==> config.mk <==
export PLATFORM = sky130hd
export DESIGN_NAME = wb_write_arbiter_flat
export DESIGN_NICKNAME = d
export VERILOG_FILES = /design/src/rtl/wb_write_arbiter_pkg.sv /design/src/rtl/wb_write_arbiter_if.sv /design/src/rtl/wb_write_arbiter_fifo.sv /design/src/rtl/wb_write_arbiter.sv /design/src/flat_wrapper.sv
export SDC_FILE = /design/constraint.sdc
export NUM_CORES = 1
export LEC_CHECK = 0
export ABC_AREA = 0
export CAP_MARGIN = 20
export CORE_MARGIN = 2
export CORE_UTILIZATION = 55
export CTS_CLUSTER_SIZE = 30
export DETAILED_ROUTE_END_ITERATION = 8
export GPL_TIMING_DRIVEN = 1
export PLACE_DENSITY = 0.8
export SLEW_MARGIN = 20
export SYNTH_ARGS = -nofsm -noshare
export SYNTH_HDL_FRONTEND = slang
export SYNTH_HIERARCHICAL = 1
export SYNTH_SLANG_ARGS = --single-unit
export TNS_END_PERCENT = 50
==> constraint.sdc <==
create_clock -name clk -period 23.9 [get_ports clk]
set_clock_uncertainty 0.15 [all_clocks]
set_input_delay 5.975 -clock clk [delete_from_list [all_inputs] [get_ports clk]]
set_output_delay 5.975 -clock clk [all_outputs]
set_load 0.005 [all_outputs]
==> src/rtl/wb_write_arbiter_pkg.sv <==
// Shared definitions for the register-file write-back path: register
// numbering constants and the write request record carried by the MDU,
// the write arbiter and the hazard unit.
package wb_write_arbiter_pkg;

  localparam logic [4:0] REG_ZERO = 5'd0;
  localparam int         NUM_REGS = 32;

  // One register-file write: destination, value and originating PC.
  typedef struct packed {
    logic [4:0]  dst_reg;
    logic [31:0] data;
    logic [31:0] pc;
  } wb_req_t;

  // One-hot decode of a register number onto the pending mask.
  function automatic logic [NUM_REGS-1:0] reg_onehot(input logic [4:0] r);
    logic [NUM_REGS-1:0] oh;
    oh    = {NUM_REGS{1'b0}};
    oh[r] = 1'b1;
    return oh;
  endfunction

endpackage

==> src/rtl/wb_write_arbiter_if.sv <==
// Bus bundle between the write-back sources (W stage, MDU) and the
// register-file write port. The arbiter sits on the slave side.
interface wb_write_arbiter_if
  import wb_write_arbiter_pkg::*;
#(
  parameter int PTR_W = 2
);
  logic                pipe_we;
  logic [4:0]          pipe_reg;
  logic [31:0]         pipe_data;
  logic [31:0]         pipe_pc;
  logic                mdu_valid;
  logic                mdu_ready;
  logic [4:0]          mdu_reg;
  logic [31:0]         mdu_data;
  logic [31:0]         mdu_pc;
  logic                W_RegWrite;
  logic [4:0]          W_TargetReg;
  logic [31:0]         W_Data;
  logic [31:0]         WPC;
  logic [NUM_REGS-1:0] pending_mask;
  logic [PTR_W:0]      fifo_count;

  modport master (
    output pipe_we, pipe_reg, pipe_data, pipe_pc,
    output mdu_valid, mdu_reg, mdu_data, mdu_pc,
    input  mdu_ready,
    input  W_RegWrite, W_TargetReg, W_Data, WPC,
    input  pending_mask, fifo_count
  );

  modport slave (
    input  pipe_we, pipe_reg, pipe_data, pipe_pc,
    input  mdu_valid, mdu_reg, mdu_data, mdu_pc,
    output mdu_ready,
    output W_RegWrite, W_TargetReg, W_Data, WPC,
    output pending_mask, fifo_count
  );

endinterface

==> src/rtl/wb_write_arbiter_fifo.sv <==
// In-order buffer of MDU write requests. Each slot carries a live bit so
// that entries overwritten by a younger pipeline write (WAW) can be killed
// in place and later popped without producing a register write.
module wb_fifo
  import wb_write_arbiter_pkg::*;
#(
  parameter int DEPTH = 4,
  parameter int PTR_W = 2
) (
  input  logic                  clk,
  input  logic                  reset,
  input  logic                  push_i,
  input  wb_req_t               push_req_i,
  input  logic                  pop_i,
  input  logic                  squash_i,
  input  logic [4:0]            squash_reg_i,
  output wb_req_t               head_o,
  output logic                  head_live_o,
  output logic [PTR_W:0]        count_o,
  output logic [DEPTH-1:0]      live_o,
  output logic [DEPTH-1:0][4:0] entry_reg_o
);

  wb_req_t              mem_q [DEPTH];
  logic [DEPTH-1:0]     live_q, live_d;
  logic [PTR_W-1:0]     rd_ptr_q, rd_ptr_d;
  logic [PTR_W-1:0]     wr_ptr_q, wr_ptr_d;
  logic [PTR_W:0]       count_q, count_d;
  logic                 push_ok_s;
  logic                 pop_ok_s;

  // Occupancy alone tells full from empty, so guard both operations here.
  assign push_ok_s = push_i && (count_q < (PTR_W+1)'(DEPTH));
  assign pop_ok_s  = pop_i && (count_q != '0);

  // Next pointer/count values; a simultaneous push and pop keeps the count.
  always_comb begin
    rd_ptr_d = rd_ptr_q;
    wr_ptr_d = wr_ptr_q;
    count_d  = count_q;
    case ({push_ok_s, pop_ok_s})
      2'b10: begin
        wr_ptr_d = wr_ptr_q + PTR_W'(1);
        count_d  = count_q + (PTR_W+1)'(1);
      end
      2'b01: begin
        rd_ptr_d = rd_ptr_q + PTR_W'(1);
        count_d  = count_q - (PTR_W+1)'(1);
      end
      2'b11: begin
        wr_ptr_d = wr_ptr_q + PTR_W'(1);
        rd_ptr_d = rd_ptr_q + PTR_W'(1);
        count_d  = count_q;
      end
      default: begin
        count_d = count_q;
      end
    endcase
  end

  // Live bits: squash kills matching entries, pop retires the head, and a
  // push that collides with the squashing register enters already dead.
  always_comb begin
    live_d = live_q;
    for (int i = 0; i < DEPTH; i++) begin
      if (squash_i && live_q[i] && (mem_q[i].dst_reg == squash_reg_i)) begin
        live_d[i] = 1'b0;
      end else begin
        live_d[i] = live_q[i];
      end
    end
    if (pop_ok_s) begin
      live_d[rd_ptr_q] = 1'b0;
    end else begin
      live_d[rd_ptr_q] = live_d[rd_ptr_q];
    end
    if (push_ok_s) begin
      live_d[wr_ptr_q] = !(squash_i && (push_req_i.dst_reg == squash_reg_i));
    end else begin
      live_d[wr_ptr_q] = live_d[wr_ptr_q];
    end
  end

  // Pointer, count and live-bit state.
  always_ff @(posedge clk) begin
    if (!reset) begin
      rd_ptr_q <= '0;
      wr_ptr_q <= '0;
      count_q  <= '0;
      live_q   <= '0;
    end else begin
      rd_ptr_q <= rd_ptr_d;
      wr_ptr_q <= wr_ptr_d;
      count_q  <= count_d;
      live_q   <= live_d;
    end
  end

  // Entry storage; only the tail slot is written on an accepted push.
  always_ff @(posedge clk) begin
    if (!reset) begin
      for (int i = 0; i < DEPTH; i++) begin
        mem_q[i] <= '0;
      end
    end else if (push_ok_s) begin
      mem_q[wr_ptr_q] <= push_req_i;
    end
  end

  assign head_o      = mem_q[rd_ptr_q];
  assign head_live_o = live_q[rd_ptr_q] && (count_q != '0);
  assign count_o     = count_q;
  assign live_o      = live_q;

  for (genvar g = 0; g < DEPTH; g++) begin : g_entry_reg
    assign entry_reg_o[g] = mem_q[g].dst_reg;
  end

endmodule

==> src/rtl/wb_write_arbiter.sv <==
// Register-file write-port arbiter. The W stage always owns the slot when it
// writes a real register; otherwise the oldest buffered MDU result drains.
// Also publishes which registers still have a buffered write outstanding.
module wb_write_arbiter
  import wb_write_arbiter_pkg::*;
#(
  parameter int DEPTH = 4,
  parameter int PTR_W = 2
) (
  input logic                clk,
  input logic                reset,
  wb_write_arbiter_if.slave  bus
);

  wb_req_t              push_req_s;
  wb_req_t              head_s;
  logic                 head_live_s;
  logic [PTR_W:0]       count_s;
  logic [DEPTH-1:0]     live_s;
  logic [DEPTH-1:0][4:0] entry_reg_s;
  logic                 pipe_win_s;
  logic                 pop_s;
  logic                 push_s;
  logic                 mdu_ready_s;
  logic [NUM_REGS-1:0]  mask_s;

  logic                 we_q, we_d;
  logic [4:0]           tgt_q, tgt_d;
  logic [31:0]          data_q, data_d;
  logic [31:0]          pc_q, pc_d;

  // Ready reflects current occupancy only; a same-cycle pop never helps.
  assign mdu_ready_s = (count_s < (PTR_W+1)'(DEPTH));
  assign pipe_win_s  = bus.pipe_we && (bus.pipe_reg != REG_ZERO);
  // Any idle slot retires the head, live or dead.
  assign pop_s       = !pipe_win_s && (count_s != '0);
  // Writes to $0 complete the handshake but are never stored.
  assign push_s      = bus.mdu_valid && mdu_ready_s && (bus.mdu_reg != REG_ZERO);

  assign push_req_s.dst_reg = bus.mdu_reg;
  assign push_req_s.data    = bus.mdu_data;
  assign push_req_s.pc      = bus.mdu_pc;

  wb_fifo #(
    .DEPTH (DEPTH),
    .PTR_W (PTR_W)
  ) u_fifo (
    .clk          (clk),
    .reset        (reset),
    .push_i       (push_s),
    .push_req_i   (push_req_s),
    .pop_i        (pop_s),
    .squash_i     (pipe_win_s),
    .squash_reg_i (bus.pipe_reg),
    .head_o       (head_s),
    .head_live_o  (head_live_s),
    .count_o      (count_s),
    .live_o       (live_s),
    .entry_reg_o  (entry_reg_s)
  );

  // Slot selection: pipeline first, then a live FIFO head, else idle hold.
  always_comb begin
    we_d   = 1'b0;
    tgt_d  = tgt_q;
    data_d = data_q;
    pc_d   = pc_q;
    if (pipe_win_s) begin
      we_d   = 1'b1;
      tgt_d  = bus.pipe_reg;
      data_d = bus.pipe_data;
      pc_d   = bus.pipe_pc;
    end else if (pop_s && head_live_s) begin
      we_d   = 1'b1;
      tgt_d  = head_s.dst_reg;
      data_d = head_s.data;
      pc_d   = head_s.pc;
    end else begin
      we_d   = 1'b0;
    end
  end

  // Registered write-port outputs.
  always_ff @(posedge clk) begin
    if (!reset) begin
      we_q   <= 1'b0;
      tgt_q  <= 5'd0;
      data_q <= 32'd0;
      pc_q   <= 32'd0;
    end else begin
      we_q   <= we_d;
      tgt_q  <= tgt_d;
      data_q <= data_d;
      pc_q   <= pc_d;
    end
  end

  // Pending mask: OR of one-hot destinations over live entries; $0 never set.
  always_comb begin
    mask_s = {NUM_REGS{1'b0}};
    for (int i = 0; i < DEPTH; i++) begin
      if (live_s[i]) begin
        mask_s = mask_s | reg_onehot(entry_reg_s[i]);
      end else begin
        mask_s = mask_s;
      end
    end
    mask_s[0] = 1'b0;
  end

  assign bus.mdu_ready    = mdu_ready_s;
  assign bus.W_RegWrite   = we_q;
  assign bus.W_TargetReg  = tgt_q;
  assign bus.W_Data       = data_q;
  assign bus.WPC          = pc_q;
  assign bus.pending_mask = mask_s;
  assign bus.fifo_count   = count_s;

endmodule

==> src/flat_wrapper.sv <==
// flat-port wrapper written by rule: the top's interface ports become plain ports
module wb_write_arbiter_flat import wb_write_arbiter_pkg::*;
#(
  parameter int DEPTH = 4,
  parameter int PTR_W = 2
)
  (clk, reset, bus_pipe_we, bus_pipe_reg, bus_pipe_data, bus_pipe_pc, bus_mdu_valid, bus_mdu_reg, bus_mdu_data, bus_mdu_pc, bus_mdu_ready, bus_W_RegWrite, bus_W_TargetReg, bus_W_Data, bus_WPC, bus_pending_mask, bus_fifo_count);
  wb_write_arbiter_if #(.PTR_W(PTR_W)) bus_i ();
  input logic clk;
  input logic reset;
  input wire logic [$bits(bus_i.pipe_we)-1:0] bus_pipe_we;
  input wire logic [$bits(bus_i.pipe_reg)-1:0] bus_pipe_reg;
  input wire logic [$bits(bus_i.pipe_data)-1:0] bus_pipe_data;
  input wire logic [$bits(bus_i.pipe_pc)-1:0] bus_pipe_pc;
  input wire logic [$bits(bus_i.mdu_valid)-1:0] bus_mdu_valid;
  input wire logic [$bits(bus_i.mdu_reg)-1:0] bus_mdu_reg;
  input wire logic [$bits(bus_i.mdu_data)-1:0] bus_mdu_data;
  input wire logic [$bits(bus_i.mdu_pc)-1:0] bus_mdu_pc;
  output wire logic [$bits(bus_i.mdu_ready)-1:0] bus_mdu_ready;
  output wire logic [$bits(bus_i.W_RegWrite)-1:0] bus_W_RegWrite;
  output wire logic [$bits(bus_i.W_TargetReg)-1:0] bus_W_TargetReg;
  output wire logic [$bits(bus_i.W_Data)-1:0] bus_W_Data;
  output wire logic [$bits(bus_i.WPC)-1:0] bus_WPC;
  output wire logic [$bits(bus_i.pending_mask)-1:0] bus_pending_mask;
  output wire logic [$bits(bus_i.fifo_count)-1:0] bus_fifo_count;
  assign bus_i.pipe_we = bus_pipe_we;
  assign bus_i.pipe_reg = bus_pipe_reg;
  assign bus_i.pipe_data = bus_pipe_data;
  assign bus_i.pipe_pc = bus_pipe_pc;
  assign bus_i.mdu_valid = bus_mdu_valid;
  assign bus_i.mdu_reg = bus_mdu_reg;
  assign bus_i.mdu_data = bus_mdu_data;
  assign bus_i.mdu_pc = bus_mdu_pc;
  assign bus_mdu_ready = bus_i.mdu_ready;
  assign bus_W_RegWrite = bus_i.W_RegWrite;
  assign bus_W_TargetReg = bus_i.W_TargetReg;
  assign bus_W_Data = bus_i.W_Data;
  assign bus_WPC = bus_i.WPC;
  assign bus_pending_mask = bus_i.pending_mask;
  assign bus_fifo_count = bus_i.fifo_count;
  wb_write_arbiter #(.DEPTH(DEPTH), .PTR_W(PTR_W)) u_core (.clk(clk), .reset(reset), .bus(bus_i));
endmodule
==> impl_results.rst <==
.. list-table::
   :header-rows: 1

   * - Metric
     - Value
   * - Count of antenna-violating nets left after detailed routing
     - 0
   * - Outcome
     - finished clean
   * - Number of placed I/O pins
     - 248
   * - Number of endpoints failing setup at the final stage
     - 0
   * - Finished Cell Area
     - 21,700 um2
   * - Layout cells sized above 1
     - 13.29%
   * - Power Density
     - 80.09 nW/um2
   * - Final Critical Period
     - 10.12 ns
   * - Worst Path Max Fanout
     - 71
   * - GRT overflow
     - 0
   * - Internal power of the cells
     - 1.268 mW
   * - Clock tree from TritonCTS
     - yes
   * - Overall routed net length
     - 44,980 um
   * - LEAKAGE
     - 8.080 nW
   * - Die Wd
     - 184.4 um
   * - Fraction of synthesized cell area taken by the top area cell type
     - 46.32%
   * - Syn avg cell area
     - 13.62 um2
   * - Power dissipated by switching net loads
     - 0.4704 mW
   * - Ordered list of cells on the worst path
     - clkdlybuf4s50_1 > nor4_4 > buf_4 > a21o_4 > inv_2 > nor2_1 > nand2b_2 > inv_4 > ha_1 > inv_1 > fa_1 > xor2_1 > or3_1 > a21boi_0
   * - Net count of the finished layout
     - 1,642
   * - Hold-fix buffers at CTS
     - 0
   * - Synthesized net count
     - 1,466
   * - Worst vdd rail ir drop
     - 0.05293 mV
   * - Post-CTS resize count
     - 0
   * - Root buffer cell
     - sky130_fd_sc_hd__clkbuf_16
   * - Arrival time worst endpoint
     - 10.41 ns
   * - Number of global-route vias before repair
     - 12,180
   * - Synthesized flop and latch total
     - 359
   * - Number of post-CTS setup repair buffers
     - 0
   * - Most instantiated library cell after synthesis
     - sky130_fd_sc_hd__edfxtp_1
   * - Clock network fraction of design power
     - 33.3%
   * - Layout Cells excl Fill
     - 1,966
   * - Element type at the critical path end
     - flop
   * - CP max-delay cell
     - sky130_fd_sc_hd__a21o_4
   * - Met3 Track Usage GR
     - 4.545%
   * - Post-synthesis instance total
     - 1,314
   * - Gp weighted congestion
     - 0.8696
   * - Placed cell areas
     - 20,390 um2
   * - Count of endpoints failing hold in the final timing report
     - 0
   * - Pin count of the biggest net entering global routing
     - 76
   * - Fin crit share
     - 42.34%
   * - Synth Cell Area
     - 17,890 um2
   * - FFs w/ async S/R, synth
     - 0%
   * - Setup Total Neg Slack
     - 0 ns
   * - Die boundary height
     - 184.4 um
   * - Commonest cells in the synthesized netlist
     - sky130_fd_sc_hd__edfxtp_1, sky130_fd_sc_hd__and2_1, sky130_fd_sc_hd__dfxtp_1
   * - Count of flip-flops with a built-in enable after synthesis
     - 276
   * - Cell variety after synth
     - 74
   * - Placeable core region
     - 32,290 um2
   * - Synthesis warning total
     - 6
   * - Startpoint-to-endpoint class of the critical path
     - input port to flop
   * - Max Slew Vio Count
     - 0
   * - Clock latency at the later pin of the worst-skew pair
     - 0.52 ns
   * - TritonCTS Buffers
     - 38
   * - Pre-Repair DR Iteration Count
     - 7
   * - Sink count of the clock tree
     - 359
   * - Fraction of power spent switching nets
     - 27.06%
   * - Placed insts
     - 1,889
   * - CTS Buffer Depth
     - 3
   * - Via count of the routed design
     - 12,090
   * - GRT met1 Usage
     - 34.65%
   * - Per-cell routed wire length
     - 22.88 um
   * - Global-route met2 utilization
     - 44.21%
   * - Setup repair after global routing missed its margin
     - no
   * - Comb power frac
     - 20.4%
   * - Cell row count
     - 66
   * - Actual slew at the worst max-slew pin
     - 1.058 ns
   * - GRT busiest layer
     - met2
   * - Sequential-to-total area share from yosys stat
     - 55.60%
   * - Headroom to the max-slew limit
     - 29.45%
   * - Slowest stage delay, CP
     - 0.88 ns
   * - Most used DFF post-synth
     - sky130_fd_sc_hd__edfxtp_1
   * - Initial antenna violation count
     - 4
   * - Wire length of the first global-routing pass
     - 69,230 um
   * - Clock edge transition at the registers on the reported setup and hold paths
     - 0.06 ns
   * - Main area contributors after synthesis
     - sky130_fd_sc_hd__edfxtp_1, sky130_fd_sc_hd__dfxtp_1, sky130_fd_sc_hd__mux4_2
   * - All-Layer GR Usage
     - 26.34%
   * - Detailed placer's ending HPWL
     - 26,960 um
   * - Starting utilization of the core area
     - 55.42%
   * - Die area
     - 33,990 um2
   * - Deepest level of the CTS H-tree
     - 2
   * - CP required
     - 24.19 ns
   * - Sequential fraction of design power
     - 46.3%
   * - Type of the worst min-delay path
     - flop to flop
   * - Type of origin of the critical path
     - input port
   * - DRC
     - 0
   * - Largest area contributor in the synthesized netlist
     - sky130_fd_sc_hd__edfxtp_1
   * - Max Cap Violations
     - 0
   * - Relative area change from synthesis to final layout
     - 21.28%
   * - Buffers added on ports
     - 246
   * - Detail-routed via count per cell
     - 6.149
   * - Highest achievable clock rate
     - 98.82 MHz
   * - Initial detailed-routing violation count
     - 1,205
==> final timing paths <==
path	from	endpoint	slack, ns	depth (start not counted)
max	bus_pipe_reg[3]	u_core/u_fifo/count_o[2]	13.78	14
min	u_core/bus.W_TargetReg[1]	u_core/bus.W_TargetReg[1]	0.41	2
max reg2reg	u_core/u_fifo/count_o[2]	u_core/u_fifo/mem_q[3][42]	19.98	7
min reg2reg	u_core/bus.W_TargetReg[1]	u_core/bus.W_TargetReg[1]	0.41	2
==> routing by layer <==
| metal | up-vias | share of wire, % |
|---|---|---|
| met5 | - | 0 |
| met4 | 0 | 3.2 |
| met3 | 97 | 8.2 |
| met2 | 610 | 48 |
| met1 | 5949 | 40 |
| li1 | 5432 | - |
==> logic make-up after synthesis <==
group           count (synthesis)  synth area share, %
fa+ha+maj                      10               0.7412
xor+xnor                       28                1.538
mux                           139                12.60
other cells                     1              0.02096
buf+inv                       143                4.314
flops                         359                55.60
simple gates                  420                14.37
compound gates                214                10.82
==> cell usage in the layout (no fill, tap or decap), types with 7 or more instances in the layout <==
cell                              synthesis  routed
sky130_fd_sc_hd__edfxtp_1               276     276
sky130_fd_sc_hd__clkdlybuf4s50_1          0     245
sky130_fd_sc_hd__and2_1                 212     212
sky130_fd_sc_hd__a211oi_1                82      82
sky130_fd_sc_hd__dfxtp_1                 83      81
sky130_fd_sc_hd__mux2i_1                 70      70
sky130_fd_sc_hd__mux4_2                  69      69
sky130_fd_sc_hd__and3_1                  69      69
sky130_fd_sc_hd__clkbuf_16                0      39
sky130_fd_sc_hd__nor2_1                  39      39
sky130_fd_sc_hd__o221ai_1                30      30
sky130_fd_sc_hd__a221oi_2                29      29
sky130_fd_sc_hd__xnor2_1                 23      23
sky130_fd_sc_hd__nand2_1                 23      22
sky130_fd_sc_hd__a22oi_1                 21      21
sky130_fd_sc_hd__buf_4                   28      13
sky130_fd_sc_hd__inv_1                   13      13
sky130_fd_sc_hd__clkbuf_1                64      11
sky130_fd_sc_hd__nor2b_1                 12      11
sky130_fd_sc_hd__a32oi_1                  9       9
sky130_fd_sc_hd__ha_1                     9       9
sky130_fd_sc_hd__nand3_1                  8       8
sky130_fd_sc_hd__clkinv_2                 0       7
==> state kept, by name, indices dropped and copies added (netlist names), named ones only <==
register and flops:
u_core/u_fifo/mem_q 276, u_core/bus.WPC 32, u_core/bus.W_Data 32, u_core/bus.W_TargetReg 5, u_core/u_fifo/live_o 4, u_core/u_fifo/count_o 3
u_core/u_fifo/rd_ptr_q 2, u_core/u_fifo/wr_ptr_q 2, u_core/bus.W_RegWrite 1
==> final cells by class <==
type / count / area, um2
Tap cell: 442 / 553.0
Antenna cell: 4 / 10.01
Clock buffer: 52 / 1045
Fill cell: 2293 / 10590
Sequential cell: 359 / 9957
Multi-Input combinational cell: 812 / 7256
Clock inverter: 18 / 178.9
Inverter: 18 / 71.32
Timing Repair Buffer: 261 / 2633
==> through the flow <==
step / setup slack [ns] / hold slack [ns] / utilization, % / total power [mW]
floorplan: 11.56 / 0.3858 / - / 1.038
global placement: 13.44 / 0.3982 / 63.14 / 1.158
detailed placement: 13.35 / 0.4088 / 63.14 / 1.167
CTS: 13.85 / 0.4105 / 66.93 / 1.743
finish: 13.78 / 0.4082 / 67.22 / 1.738
global route: 13.57 / 0.4449 / 67.22 / 1.808
==> power by group through the flow <==
stage | clock network (mW) | logic, mW | registers [mW]
floorplan | 0 | 0.250 | 0.788
global placement | 0 | 0.343 | 0.815
detailed placement | 0 | 0.348 | 0.819
CTS | 0.586 | 0.351 | 0.806
global route | 0.616 | 0.379 | 0.813
finish | 0.579 | 0.354 | 0.805
==> critical path, delay by kind of cell <==
family,cells,cell delay (ns)
compound gates,2,1.04
xor+xnor,1,0.16
fa+ha+maj,2,0.58
buf+inv,5,1.58
simple gates,4,0.99
(Power assumes the default switching activity.)
